--- src/rtl/mem_pkg.sv ---
// mem_pkg: shared definitions for the tagged main-memory bus arbiter.
//   ADDR_W_DEF  default word-address width (1M words)
//   DATA_W      bus data width
//   TAG_W       bus tag width
//   mem_state_t bus sequencer states
package mem_pkg;

  localparam int unsigned ADDR_W_DEF = 20;
  localparam int unsigned DATA_W     = 64;
  localparam int unsigned TAG_W      = 8;

  typedef enum logic [2:0] {
    IDLE,
    ADDR,
    READ,
    RDLAT,
    WRITE,
    DONE
  } mem_state_t;

endpackage

--- src/rtl/arb_rr2.sv ---
// arb_rr2: combinational two-requester arbiter.
//   req0, req1  request lines
//   last        index of the most recent grant (round-robin pointer)
//   gnt_valid   at least one request present
//   gnt_idx     index of the winning requester
//   FIXED_PRIO  1 = requester 0 wins every tie, 0 = tie goes to !last
module arb_rr2 #(
  parameter bit FIXED_PRIO = 1'b0
) (
  input  logic req0,
  input  logic req1,
  input  logic last,
  output logic gnt_valid,
  output logic gnt_idx
);

  always_comb begin
    gnt_valid = req0 | req1;
    gnt_idx   = 1'b0;
    if (req0 && req1) begin
      gnt_idx = FIXED_PRIO ? 1'b0 : ~last;
    end else begin
      gnt_idx = req1;
    end
  end

endmodule

--- src/rtl/mem_arbiter.sv ---
// mem_arbiter: two-port arbiter and sequencer for the tagged main-memory bus.
//   clk, reset              system clock, synchronous active-high reset
//   mN_req/we/addr/wdata/wtag  port N request (held until mN_ack)
//   mN_ack                  one-cycle completion pulse
//   mN_rdata/mN_rtag        last read data/tag returned to port N
//   o_ad/o_tag              multiplexed bus address/data and write tag
//   o_astb/o_rd/o_wr        address, read and write strobes
//   i_data/i_tag            RAM read data and tag
// One transaction in flight; write = 4 cycles, read = 5 cycles incl. IDLE.
module mem_arbiter
  import mem_pkg::*;
#(
  parameter int unsigned ADDR_W     = ADDR_W_DEF,
  parameter int unsigned FIXED_PRIO = 0
) (
  input  logic              clk,
  input  logic              reset,

  input  logic              m0_req,
  input  logic              m0_we,
  input  logic [ADDR_W-1:0] m0_addr,
  input  logic [DATA_W-1:0] m0_wdata,
  input  logic [TAG_W-1:0]  m0_wtag,
  output logic              m0_ack,
  output logic [DATA_W-1:0] m0_rdata,
  output logic [TAG_W-1:0]  m0_rtag,

  input  logic              m1_req,
  input  logic              m1_we,
  input  logic [ADDR_W-1:0] m1_addr,
  input  logic [DATA_W-1:0] m1_wdata,
  input  logic [TAG_W-1:0]  m1_wtag,
  output logic              m1_ack,
  output logic [DATA_W-1:0] m1_rdata,
  output logic [TAG_W-1:0]  m1_rtag,

  output logic [DATA_W-1:0] o_ad,
  output logic [TAG_W-1:0]  o_tag,
  output logic              o_astb,
  output logic              o_rd,
  output logic              o_wr,
  input  logic [DATA_W-1:0] i_data,
  input  logic [TAG_W-1:0]  i_tag
);

  mem_state_t        state;
  logic              last;
  logic              gnt;
  logic              t_we;
  logic [DATA_W-1:0] t_wdata;
  logic [TAG_W-1:0]  t_wtag;

  logic              gnt_valid;
  logic              gnt_idx;
  logic [ADDR_W-1:0] win_addr;

  arb_rr2 #(
    .FIXED_PRIO (FIXED_PRIO != 0)
  ) u_arb (
    .req0      (m0_req),
    .req1      (m1_req),
    .last      (last),
    .gnt_valid (gnt_valid),
    .gnt_idx   (gnt_idx)
  );

  assign win_addr = gnt_idx ? m1_addr : m0_addr;

  // Bus outputs and acks are registered one state ahead, so each is a
  // clean flop output during the state it belongs to. The address only
  // appears on the bus during ADDR, so it needs no transaction latch.
  always_ff @(posedge clk) begin
    if (reset) begin
      state    <= IDLE;
      last     <= 1'b1;
      gnt      <= 1'b0;
      t_we     <= 1'b0;
      t_wdata  <= '0;
      t_wtag   <= '0;
      o_ad     <= '0;
      o_tag    <= '0;
      o_astb   <= 1'b0;
      o_rd     <= 1'b0;
      o_wr     <= 1'b0;
      m0_ack   <= 1'b0;
      m1_ack   <= 1'b0;
      m0_rdata <= '0;
      m0_rtag  <= '0;
      m1_rdata <= '0;
      m1_rtag  <= '0;
    end else begin
      o_ad   <= '0;
      o_tag  <= '0;
      o_astb <= 1'b0;
      o_rd   <= 1'b0;
      o_wr   <= 1'b0;
      m0_ack <= 1'b0;
      m1_ack <= 1'b0;

      unique case (state)
        IDLE: begin
          if (gnt_valid) begin
            gnt     <= gnt_idx;
            last    <= gnt_idx;
            t_we    <= gnt_idx ? m1_we    : m0_we;
            t_wdata <= gnt_idx ? m1_wdata : m0_wdata;
            t_wtag  <= gnt_idx ? m1_wtag  : m0_wtag;
            o_astb  <= 1'b1;
            o_ad    <= DATA_W'(win_addr);
            state   <= ADDR;
          end
        end
        ADDR: begin
          if (t_we) begin
            o_wr  <= 1'b1;
            o_ad  <= t_wdata;
            o_tag <= t_wtag;
            state <= WRITE;
          end else begin
            o_rd  <= 1'b1;
            state <= READ;
          end
        end
        WRITE: begin
          m0_ack <= ~gnt;
          m1_ack <= gnt;
          state  <= DONE;
        end
        READ: begin
          state <= RDLAT;
        end
        RDLAT: begin
          if (gnt) begin
            m1_rdata <= i_data;
            m1_rtag  <= i_tag;
          end else begin
            m0_rdata <= i_data;
            m0_rtag  <= i_tag;
          end
          m0_ack <= ~gnt;
          m1_ack <= gnt;
          state  <= DONE;
        end
        DONE: begin
          state <= IDLE;
        end
        default: begin
          state <= IDLE;
        end
      endcase
    end
  end

endmodule

--- config.mk ---
export PLATFORM = sky130hd
export DESIGN_NAME = mem_arbiter
export DESIGN_NICKNAME = d
export VERILOG_FILES = /design/src/rtl/mem_pkg.sv /design/src/rtl/arb_rr2.sv /design/src/rtl/mem_arbiter.sv
export SDC_FILE = /design/constraint.sdc
export NUM_CORES = 1
export LEC_CHECK = 0
export BUFFER_PORTS_ARGS = -buffer_cell sky130_fd_sc_hd__buf_2
export CAP_MARGIN = 10
export CELL_PAD_IN_SITES_DETAIL_PLACEMENT = 1
export CELL_PAD_IN_SITES_GLOBAL_PLACEMENT = 1
export CORE_AREA = 2 2 187 189
export DETAILED_ROUTE_END_ITERATION = 12
export DIE_AREA = 0 0 189 191
export GPL_TIMING_DRIVEN = 1
export PLACE_DENSITY_LB_ADDON = 0.25
export SLEW_MARGIN = 0
export SYNTH_ARGS = -nofsm -noshare
export SYNTH_HDL_FRONTEND = slang
export SYNTH_HIERARCHICAL = 1
export SYNTH_SLANG_ARGS = --single-unit
export TNS_END_PERCENT = 10
--- constraint.sdc ---
create_clock -name clk -period 1.9 [get_ports clk]
set_input_delay 0.38 -clock clk [delete_from_list [all_inputs] [get_ports clk]]
set_output_delay 0.38 -clock clk [all_outputs]
set_load 0.02 [all_outputs]
== Word-level counts from Yosys, hierarchy flattened ==
Index checks and enable logic that the tools add are counted.
Storage, ports and cells
  bits in registers: 299
  word-level logic and storage cells: 53
  output and inout bits: 221
Operators by class
  reductions and logical operators: 10
  bitwise logic cells: 7
  muxes and demuxes: 14
  eq/ne operators: 5
Operators with widths (number)
  $mux W64: 2
  $pmux W64 S2: 1
  $mux W20: 2
  $pmux W3 S4: 1
  $mux W8: 1
  $reduce_or A2 Y1: 4
  $eq A3 B2 Y1 const B: 2
  $mux W3: 2
  $not A1 Y1: 6
  $reduce_and A2 Y1: 3
  $mux W1: 5
  $eq A3 B1 Y1 const B: 1
  $eq A3 B3 Y1 const B: 1
  $logic_not A3 Y1: 1
  $reduce_or A3 Y1: 1
  $ne A2 B2 Y1 const B: 1
  $logic_and A1 B1 Y1: 1
  $or A1 B1 Y1: 1

== Logic depth before layout (Yosys ltp) ==
Gate-level depths: netlist (run 1).
  depth after elaboration: 5
  mapped depth: 6
  mapped depth without buffers: 4

== Cells and area by module ==
The synthesis (run 1) kept the hierarchy.
Modules (own cells, without submodules)
  mem_arbiter: instances 1, cells an instance 1194, area each 10769.1 sq um
  arb_rr2: instances 1, cells an instance 2, area each 13.8 sq um

== Worst setup path after synthesis (run 1) ==
No wires, ideal clock.
  path type: input to register
  start point: in m1_req
  end point: reg o_ad[14]
  stages: 6
  path slack: 0.176 ns
  arrival time: 1.597 ns
  cell sequence: a21boi_1 clkbuf_1 clkbuf_1 mux2_2 a22oi_1 nor2_1
On the way
  longest elaborated chain between the ends: 5
  elaborated cells on any way between the ends: 6
Ends and longest elaborated chain
  start, declared: RTL line mem_arbiter.sv:28  | input logic m1_req,
  $logic_and A1 B1 Y1: RTL line arb_rr2.sv:20  | if (req0 && req1) begin
  $mux W1: RTL line arb_rr2.sv:20
  $mux W20: RTL line mem_arbiter.sv:67  | assign win_addr = gnt_idx ? m1_addr : m0_addr;
  $mux W20 *: RTL line mem_arbiter.sv:102  | if (gnt_valid) begin
  $pmux W64 S2 *: RTL line mem_arbiter.sv:100  | unique case (state)
  end signal, assigned: RTL line mem_arbiter.sv:109  | o_ad <= DATA_W'(win_addr);
  end signal, assigned: RTL line mem_arbiter.sv:116  | o_ad <= t_wdata;
  end, declared: RTL line mem_arbiter.sv:37  | output logic [DATA_W-1:0] o_ad,
Every way passes the cells marked *; elsewhere a longest branch is shown, timed or not.
A chain may end at the register's enable or synchronous reset.

== Final worst setup path (run 1) ==
  start point: reg last
  end point: reg t_wtag[4]
On the way
  longest elaborated chain between the ends: 3
Ends and longest elaborated chain
  start, declared: RTL line mem_arbiter.sv:47  | logic last;
  start signal, assigned: RTL line mem_arbiter.sv:104  | last <= gnt_idx;
  $not A1 Y1: RTL line arb_rr2.sv:21  | gnt_idx = FIXED_PRIO ? 1'b0 : ~last;
  $mux W1: RTL line arb_rr2.sv:20
  named net gnt_idx: RTL line mem_arbiter.sv:54  | logic gnt_idx;
  $mux W8: RTL line mem_arbiter.sv:107  | t_wtag <= gnt_idx ? m1_wtag : m0_wtag;
  end signal, assigned: RTL line mem_arbiter.sv:107
  end, declared: RTL line mem_arbiter.sv:51  | logic [TAG_W-1:0] t_wtag;
The timed path passes the listed nets, and every way through them passes these cells.

==> results of run 1 <==
## through the flow
stage	utilization [%]	cell area, um^2
6_report	44.03	15020
5_1_grt	44.02	15020
4_1_cts	44.01	15020
3_5_place_dp	40.82	13930
3_3_place_gp	40.82	13930
2_1_floorplan	-	10780
## metal layers
layer / vias to the layer above / GRT usage (%) / share of wire [%]
met2: 360 / 35.42 / 50
li1: 4926 / - / -
met1: 4655 / 22.66 / 39
met3: 65 / 5.306 / 7.7
met5: - / 0 / 0.035
met4: 2 / 6.881 / 3.0
## registers in the layout (all words and copies together) (netlist names)
signal,count
m1_rtag,8
m1_rdata,64
last,1
o_wr,1
gnt,1
o_rd,1
o_ad,64
m0_rtag,8
m1_ack,1
o_tag,8
t_wdata,64
o_astb,1
m0_rdata,64
t_wtag,8
t_we,1
state,3
m0_ack,1
## power breakdown
group          total, uW  internal (uW)  leakage [uW]  switching [uW]
clock network       6410           3840      0.000546            2570
logic               2790           1200       0.00376            1590
registers           7110           6820       0.00243             290
total              16300          11900       0.00674            4450
## cell type report
class / instances / share of cell area, %
well taps: 455 / 3.790
inverters: 2 / 0.04998
multi-input cells: 797 / 29.39
clock inverters: 13 / 0.8163
flip-flops and latches: 299 / 39.85
diodes: 2 / 0.03332
clock buffers: 46 / 6.438
repair buffers: 521 / 19.63
## critical path, cell delays in order, from the launching register on
cell and delay [ns]:
dfxtp_1 0.36, a21boi_4 0.19, buf_12 0.27, buf_4 0.27
mux2i_1 0.34, a211oi_1 0.12
## logic make-up after synthesis
family,count (synthesis),synth area share (%)
multiplexers,93,8.865
AO/OA/AOI/OAI,245,13.60
AND/OR/NAND/NOR,459,17.94
flip-flops,299,55.51
buffers and inverters,100,4.084
## placed cells by master (no fill, tap or decap), drive strengths merged, types with 2 or more instances in the layout
cell	count
buf	521
dfxtp	299
nand2	292
a21oi	149
nor2	97
a211oi	75
mux2i	73
and2	52
clkbuf	46
mux2	20
a22oi	20
clkinv	10
inv	3
or3	3
diode	2
nand3b	2
nor3b	2
bufinv	2
nor3	2
## worst paths after layout
| check | start | end | slack, ns | cells past startpoint |
|---|---|---|---|---|
| worst max-delay path | last | t_wtag[4] | 0.18 | 5 |
| worst min-delay path | reset | t_wdata[63] | 0.11 | 2 |
| worst max register to register | last | t_wtag[4] | 0.18 | 5 |
| worst min register to register | t_wdata[46] | o_ad[46] | 0.45 | 1 |
==> flow_metrics.env, run 1 <==
export IMPL_status="finished clean"
export IMPL_cts_max_path_buffers=3
export IMPL_p_total_uw=16310
export IMPL_start_kind="flip-flop"
export IMPL_drv_slew=0
export IMPL_whs_ns=0.1098
export IMPL_hold_path_class="input pin to flip-flop"
export IMPL_tightest_slew_ns=0.6755
export IMPL_fillers=4095
export IMPL_port_buffers=482
export IMPL_pin_count=483
export IMPL_tritoncts="yes"
export IMPL_row_count=68
export IMPL_grt_pass1_wl_um=56300
export IMPL_cts_clk_slew_worst_paths_ns=0.06
export IMPL_final_setup_tns_ns=0
export IMPL_hold_viol=0
export IMPL_viasPerCell=4.688
export IMPL_overflow=0
export IMPL_fin_cells=2135
export IMPL_finalClockSkew_ns=0.01594
export IMPL_area_sequential_um2=5986
export IMPL_p_leak_uw=0.006736
export IMPL_synthArstFlopShare_pct=0
export IMPL_syn_nets=1458
export IMPL_dieHeight_um=191
export IMPL_critPathArrivalTime_ns=2.08
export IMPL_drt_initial_drc_count=345
export IMPL_wl_per_cell_um=17.39
export IMPL_placed_cells=2074
export IMPL_grt_pass1_vias=10180
export IMPL_final_period_utilization_pct=90.35
export IMPL_drive_gt1_share_pct=35.88
export IMPL_synth_cell_type_count=28
export IMPL_synth_commonest_cells="dfxtp_1 (299), nand2_1 (292), a21oi_1 (149), nor2_1 (97), a211oi_1 (75)"
export IMPL_die_area_um2=36100
export IMPL_drc=0
export IMPL_grt_max_degree=144
export IMPL_grt_use_total_pct=19.78
export IMPL_initial_core_util_pct=31.60
export IMPL_dp_slack_ns=0.004724
export IMPL_yosysTopAreaCell="dfxtp_1"
export IMPL_clockRootBuffer="clkbuf_16"
export IMPL_coreArea_um2=34120
export IMPL_multi_input_area_um2=4415
export IMPL_slew_headroom_pct=54.96
export IMPL_setup_viol=0
export IMPL_cp_max_fo=43
export IMPL_grt_setup_unrepaired="no"
export IMPL_crit_required_ns=2.27
export IMPL_endpoint_kind="flip-flop"
export IMPL_die_x_um=189
export IMPL_vdd_ir_drop_max_mv=0.5180
export IMPL_dp_hpwl_um=27060
export IMPL_fin_ws_ns=0.1833
export IMPL_ctsHoldBuffers=0
export IMPL_synth_edf_count=0
export IMPL_numCtsBuffers=34
export IMPL_synthCells=1196
export IMPL_synth_top_area_share_pct=55.51
export IMPL_power_density_nw_per_um2=1085
export IMPL_fin_crit_ns=1.717
export IMPL_antenna_found_initial=3
export IMPL_maxCapViolCount=0
export IMPL_clkSinkCount=299
export IMPL_wl_um=37140
export IMPL_htree_levels=2
export IMPL_synth_most_common_cell="dfxtp_1"
export IMPL_post_cts_buffers=0
export IMPL_netlist_area_um2=10780
export IMPL_gp_congestion=0.7934
export IMPL_yosys_register_bits=299
export IMPL_clk_latency_ns=0.50
export IMPL_dr_pass1_iters=4
export IMPL_critPathKind="flip-flop to flip-flop"
export IMPL_synth_warnings=6
export IMPL_ys_seq_area_share_pct=55.51
export IMPL_vias=10010
export IMPL_areaGrowthSynthToFinish_pct=39.31
export IMPL_fin_nets=1917
export IMPL_synth_area_top_cells="dfxtp_1 (56%), nand2_1 (10%), a21oi_1 (6.9%)"
export IMPL_fmax_ghz=0.5825
export IMPL_cts_resized=0
export IMPL_syn_area_per_cell_um2=9.016
export IMPL_synth_flop_cell="dfxtp_1"
export IMPL_ant_nets=0
Power figures use the tool's default switching activity.
==> inputs of run 2 (changes only) <==
--- a/config.mk
+++ b/config.mk
@@ -5,13 +5,14 @@
 export SDC_FILE = /design/constraint.sdc
 export NUM_CORES = 1
 export LEC_CHECK = 0
+export ABC_AREA = 1
 export BUFFER_PORTS_ARGS = -buffer_cell sky130_fd_sc_hd__buf_2
 export CAP_MARGIN = 10
 export CELL_PAD_IN_SITES_DETAIL_PLACEMENT = 1
 export CELL_PAD_IN_SITES_GLOBAL_PLACEMENT = 1
-export CORE_AREA = 2 2 187 189
+export CORE_MARGIN = 1.5
+export CORE_UTILIZATION = 33
 export DETAILED_ROUTE_END_ITERATION = 12
-export DIE_AREA = 0 0 189 191
 export GPL_TIMING_DRIVEN = 1
 export PLACE_DENSITY_LB_ADDON = 0.25
 export SLEW_MARGIN = 0
==> run 2 against run 1 <==
Combinational power rose by 30%. Register-to-register slack improved by 0.04 ns. Synthesized cell count rose by 30%. Die area fell by 2.0%. Critical path depth rose by 1. Fmax rose by 2.6%. Cell area rose by 1.9%. Cell count rose by 15%.
==> flow_metrics.env, run 2 <==
export IMPL_status="finished clean"
export IMPL_p_comb_share_pct=21.2
export IMPL_synth_top_area_share_pct=52.96
export IMPL_pwr_share_clk_pct=37.2
export IMPL_hold_path_class="input pin to flip-flop"
export IMPL_layout_commonest_cell="nand2_1"
export IMPL_synth_area_top_cells="dfxtp_1 (53%), nand2_1 (17%), a21oi_1 (7.5%)"
export IMPL_fin_cells=2463
export IMPL_cp_num_buf_inv=2
export IMPL_finalClockSkew_ns=0.01020
export IMPL_areaGrowthSynthToFinish_pct=35.48
export IMPL_clkSinkCount=299
export IMPL_crit_required_ns=2.32
export IMPL_ant_nets=0
export IMPL_dr_pass1_iters=4
export IMPL_clockRootBuffer="clkbuf_16"
export IMPL_cts_max_path_buffers=3
export IMPL_drc=0
export IMPL_ys_seq_area_share_pct=52.96
export IMPL_vdd_ir_drop_max_mv=0.5216
export IMPL_clk_latency_ns=0.50
export IMPL_antenna_found_initial=5
export IMPL_slowest_stage="dfxtp_1"
export IMPL_power_internal_uw=11970
export IMPL_p_sw_uw=5229
export IMPL_path_depth=6
export IMPL_gp_congestion=0.8314
export IMPL_slew_headroom_pct=66.03
export IMPL_max_stage_delay_ns=0.35
export IMPL_p_leak_uw=0.007221
export IMPL_grt_setup_unrepaired="no"
export IMPL_grt_pass1_vias=11890
export IMPL_synth_edf_count=0
export IMPL_row_count=67
export IMPL_synthCells=1558
export IMPL_dieHeight_um=188.1
export IMPL_tritoncts="yes"
export IMPL_rr_endpoint="m1_rdata[51]"
export IMPL_tightest_slew_ns=0.5095
export IMPL_synth_most_common_cell="nand2_1"
export IMPL_drt_initial_drc_count=453
export IMPL_fin_nets=2250
export IMPL_layout_common_cells="nand2_1 (504), buf_2 (481), dfxtp_1 (299)"
export IMPL_wl_um=42540
export IMPL_cts_resized=0
export IMPL_critPathKind="flip-flop to flip-flop"
export IMPL_die_area_um2=35370
export IMPL_final_period_utilization_pct=88.07
export IMPL_yosys_register_bits=299
export IMPL_path_cells="inv_2 > nand3_1 > nor2_4 > buf_4 > nand2_1 > a21oi_1"
export IMPL_hold_viol=0
export IMPL_critPathLaunch="state[2]"
export IMPL_grt_pass1_wl_um=65580
export IMPL_rrSetupSlack_ns=0.23
export IMPL_cts_clk_slew_worst_paths_ns=0.06
export IMPL_viasPerCell=4.760
export IMPL_maxCapViolCount=0
export IMPL_syn_nets=1820
export IMPL_synthArstFlopShare_pct=0
export IMPL_initial_core_util_pct=33.62
export IMPL_yosysTopAreaCell="dfxtp_1"
export IMPL_drv_slew=0
export IMPL_drive_gt1_share_pct=28.94
export IMPL_grt_max_degree=96
export IMPL_synth_warnings=6
export IMPL_htree_levels=2
export IMPL_fmax_ghz=0.5976
export IMPL_synth_cell_type_count=19
export IMPL_cp_max_fo=22
export IMPL_dp_hpwl_um=30020
export IMPL_die_x_um=188.1
export IMPL_crit_path_end="m1_rdata[51]"
export IMPL_power_density_nw_per_um2=1123
export IMPL_rr_startpoint="state[2]"
export IMPL_post_cts_buffers=0
export IMPL_endpoint_kind="flip-flop"
export IMPL_critPathArrivalTime_ns=2.09
export IMPL_final_setup_tns_ns=0
export IMPL_synth_flop_cell="dfxtp_1"
export IMPL_power_frac_seq_pct=41.6
export IMPL_wl_per_cell_um=17.27
export IMPL_syn_area_per_cell_um2=7.255
export IMPL_grt_use_total_pct=23.36
export IMPL_port_buffers=482
export IMPL_coreArea_um2=33620
export IMPL_ctsHoldBuffers=0
export IMPL_numCtsBuffers=34
export IMPL_synth_commonest_cells="nand2_1 (504), dfxtp_1 (299), nor2_1 (203), a21oi_1 (170), nand3_1 (99)"
export IMPL_switching_share_pct=30.40
export IMPL_start_kind="flip-flop"
export IMPL_setup_viol=0
export IMPL_placed_cells=2400
export IMPL_overflow=0
export IMPL_r2r_cells=6
export IMPL_pin_count=483
export IMPL_netlist_area_um2=11300
export IMPL_cp_top_family="simple AND/OR/NAND/NOR gates"
export IMPL_fin_crit_ns=1.673
export IMPL_vias=11720
-- run 2: routing by layer --
metal  routed length (um)  up-vias  track usage, %  part of all wire (%)
li1                     -     5788               -                     -
met1                17220     5460           27.63                    40
met2                20820      406           40.95                    49
met3                 3168       68           5.596                   7.4
met4                 1321        2           8.431                   3.1
met5                   11        -               0                 0.026
-- run 2: worst min path at each step --
stage | slack, ns | from | endpoint | cells after the start
2_1_floorplan | 0.41 | t_wdata[20] | o_ad[20] | 2
3_3_place_gp | 0.41 | t_wtag[4] | o_tag[4] | 2
3_5_place_dp | 0.42 | t_wdata[22] | o_ad[22] | 2
4_1_cts | 0.11 | i_tag[7] | m1_rtag[7] | 3
5_1_grt | 0.13 | i_tag[7] | m1_rtag[7] | 3
6_report | 0.14 | i_tag[6] | m1_rtag[6] | 3
-- run 2: worst min-delay path, cell delays in order --
cell and delay, ns:
buf_2 0.10, nand2_1 0.05, a21oi_1 0.05
-- run 2: power groups by stage --
stage          combinational (uW)  clock [uW]  sequential, uW
2_1_floorplan                1950           0            7510
3_3_place_gp                 3610           0            7260
3_5_place_dp                 3680           0            7290
4_1_cts                      3700        6590            7160
5_1_grt                      4050        6850            7220
6_report                     3640        6400            7150
-- run 2: cell families (layout without fill, tap and decap cells) --
kind of cell	count (synthesis)	in the layout	synth area share, %
compound gates	245	245	10.87
buf+inv	180	633	6.664
flops	299	299	52.96
other cells	0	4	0
simple gates	834	834	29.51
-- run 2: area by class of cell --
type | count | area [um^2]
Antenna cell | 4 | 10.01
Clock buffer | 49 | 1021
Clock inverter | 10 | 75.07
Fill cell | 4356 | 18300
Inverter | 61 | 229.0
Multi-Input combinational cell | 1079 | 4606
Sequential cell | 299 | 5986
Tap cell | 448 | 560.5
Timing Repair Buffer | 513 | 2826
-- run 2: metrics by stage --
| stage | area [um^2] | total power [uW] | worst slack, ns | hold slack (ns) | util [%] |
|---|---|---|---|---|---|
| detailed placement | 14210 | 10960 | 0.1707 | 0.4184 | 42.26 |
| CTS | 15300 | 17440 | 0.2021 | 0.1145 | 45.52 |
| global placement | 14210 | 10870 | 0.1978 | 0.4119 | 42.26 |
| global route | 15310 | 18110 | 0.08260 | 0.1260 | 45.55 |
| finish | 15310 | 17200 | 0.2266 | 0.1362 | 45.55 |
| floorplan | 11300 | 9468 | 0.4390 | 0.4084 | - |
==> inputs of run 3 (changes only) <==
--- a/config.mk
+++ b/config.mk
@@ -10,6 +10,7 @@
 export CAP_MARGIN = 10
 export CELL_PAD_IN_SITES_DETAIL_PLACEMENT = 1
 export CELL_PAD_IN_SITES_GLOBAL_PLACEMENT = 1
+export CORE_ASPECT_RATIO = 0.8
 export CORE_MARGIN = 1.5
 export CORE_UTILIZATION = 33
 export DETAILED_ROUTE_END_ITERATION = 12
==> run 3 against run 2 <==
Core utilization increased by 0.34 points. Combinational power increased by 3%. Fmax increased by 0.27%. Setup slack improved by 0.0045 ns. Count of clock-buffer cells in the layout decreased by 4. Power increased by 3.8%. Die area about the same. Critical path type unchanged. Largest cell class unchanged. Largest power group unchanged.
==> flow_metrics.env, run 3 (synthesized netlist as in run 2, its figures left out) <==
export IMPL_cts_max_path_buffers=3
export IMPL_grt_setup_unrepaired="no"
export IMPL_row_count=60
export IMPL_crit_required_ns=2.33
export IMPL_critPathKind="flip-flop to flip-flop"
export IMPL_clk_latency_ns=0.51
export IMPL_antenna_found_initial=7
export IMPL_vias=11700
export IMPL_tightest_slew_ns=0.7746
export IMPL_hold_path_class="input pin to flip-flop"
export IMPL_finalClockSkew_ns=0.01200
export IMPL_tritoncts="yes"
export IMPL_hold_viol=0
export IMPL_status="finished clean"
export IMPL_area_sequential_um2=5986
export IMPL_drc=0
export IMPL_gp_congestion=0.8474
export IMPL_grt_max_degree=133
export IMPL_maxCapViolCount=0
export IMPL_fmax_ghz=0.5992
export IMPL_fillers=4317
export IMPL_layout_common_cells="nand2_1 (504), buf_2 (481), dfxtp_1 (299)"
export IMPL_fin_cells=2453
export IMPL_drv_slew=0
export IMPL_fin_crit_ns=1.669
export IMPL_cp_max_fo=29
export IMPL_cts_resized=0
export IMPL_pin_count=483
export IMPL_layout_commonest_cell="nand2_1"
export IMPL_port_buffers=482
export IMPL_clockRootBuffer="clkbuf_16"
export IMPL_placed_cells=2388
export IMPL_dieHeight_um=168.5
export IMPL_wl_um=42040
export IMPL_die_x_um=209.9
export IMPL_grt_pass1_vias=11850
export IMPL_fin_nets=2252
export IMPL_numCtsBuffers=34
export IMPL_coreArea_um2=33710
export IMPL_drt_initial_drc_count=501
export IMPL_overflow=0
export IMPL_setup_viol=0
export IMPL_cts_clk_slew_worst_paths_ns=0.06
export IMPL_dr_pass1_iters=5
export IMPL_viasPerCell=4.770
export IMPL_clkSinkCount=299
export IMPL_initial_core_util_pct=33.53
export IMPL_rrSetupSlack_ns=0.23
export IMPL_post_cts_buffers=0
export IMPL_ant_nets=0
export IMPL_power_density_nw_per_um2=1155
export IMPL_multi_input_area_um2=4613
export IMPL_grt_use_total_pct=23.29
export IMPL_slew_headroom_pct=48.36
export IMPL_die_area_um2=35380
export IMPL_endpoint_kind="flip-flop"
export IMPL_ctsHoldBuffers=0
export IMPL_final_setup_tns_ns=0
export IMPL_p_leak_uw=0.007279
export IMPL_areaGrowthSynthToFinish_pct=36.86
export IMPL_vdd_ir_drop_max_mv=0.5313
export IMPL_grt_pass1_wl_um=65840
export IMPL_critPathArrivalTime_ns=2.10
export IMPL_dp_hpwl_um=29800
export IMPL_drive_gt1_share_pct=29.05
export IMPL_start_kind="flip-flop"
export IMPL_htree_levels=2
export IMPL_wl_per_cell_um=17.14
export IMPL_final_period_utilization_pct=87.84
export IMPL_whs_ns=0.1170
[run 3: cell types whose count changed in the layout (fill, tap and decap cells not counted), sizes merged]
cell / previous run / this run
buf: 513 / 515
clkbuf: 49 / 45
bufinv: 1 / 6
inv: 61 / 63
clkinvlp: 0 / 1
clkinv: 9 / 6
diode: 4 / 5
[run 3: path summary, 6_finish.rpt]
path | endpoint | cells past startpoint | start
min | m0_rdata[31] | 3 | i_data[31]
max | m1_rdata[10] | 6 | state[2]
min reg2reg | o_tag[7] | 2 | t_wtag[7]
max reg2reg | m1_rdata[10] | 6 | state[2]
[run 3: area by class of cell]
cell class | instances | share of cell area (%)
flip-flops and latches | 299 | 38.69
multi-input cells | 1079 | 29.82
repair buffers | 515 | 18.77
clock buffers | 45 | 6.026
well taps | 434 | 3.510
clock inverters | 15 | 1.618
inverters | 61 | 1.480
diodes | 5 | 0.08088
[run 3: routing by layer]
| layer | routed length (um) | vias to the layer above | global-route usage (%) |
|---|---|---|---|
| met5 | 13 | - | 0 |
| met4 | 1122 | 2 | 7.288 |
| met3 | 2747 | 67 | 5.900 |
| met2 | 19680 | 334 | 39.12 |
| met1 | 18480 | 5484 | 29.36 |
| li1 | - | 5813 | - |
[run 3: worst max-delay path: stages, from the launching register on]
cell,delay (ns)
dfxtp_1,0.36
inv_2,0.20
nand3_1,0.23
nor2_4,0.33
buf_12,0.23
nand2_1,0.07
a21oi_1,0.15
[run 3: through the flow]
stage | util (%) | total power (uW) | setup slack, ns | cell area, um^2
2_1_floorplan | - | 9468 | 0.4390 | 11300
6_report | 45.89 | 17860 | 0.2311 | 15470
4_1_cts | 45.86 | 18100 | 0.2028 | 15460
5_1_grt | 45.89 | 18780 | 0.05338 | 15470
3_5_place_dp | 42.35 | 11080 | 0.2110 | 14270
3_3_place_gp | 42.35 | 10970 | 0.3070 | 14270
[run 3: report_power, final]
group          switching (uW)  internal [uW]  total [uW]
Combinational            2400           1350        3750
Sequential                313           6840        7160
Clock                    2660           4290        6960
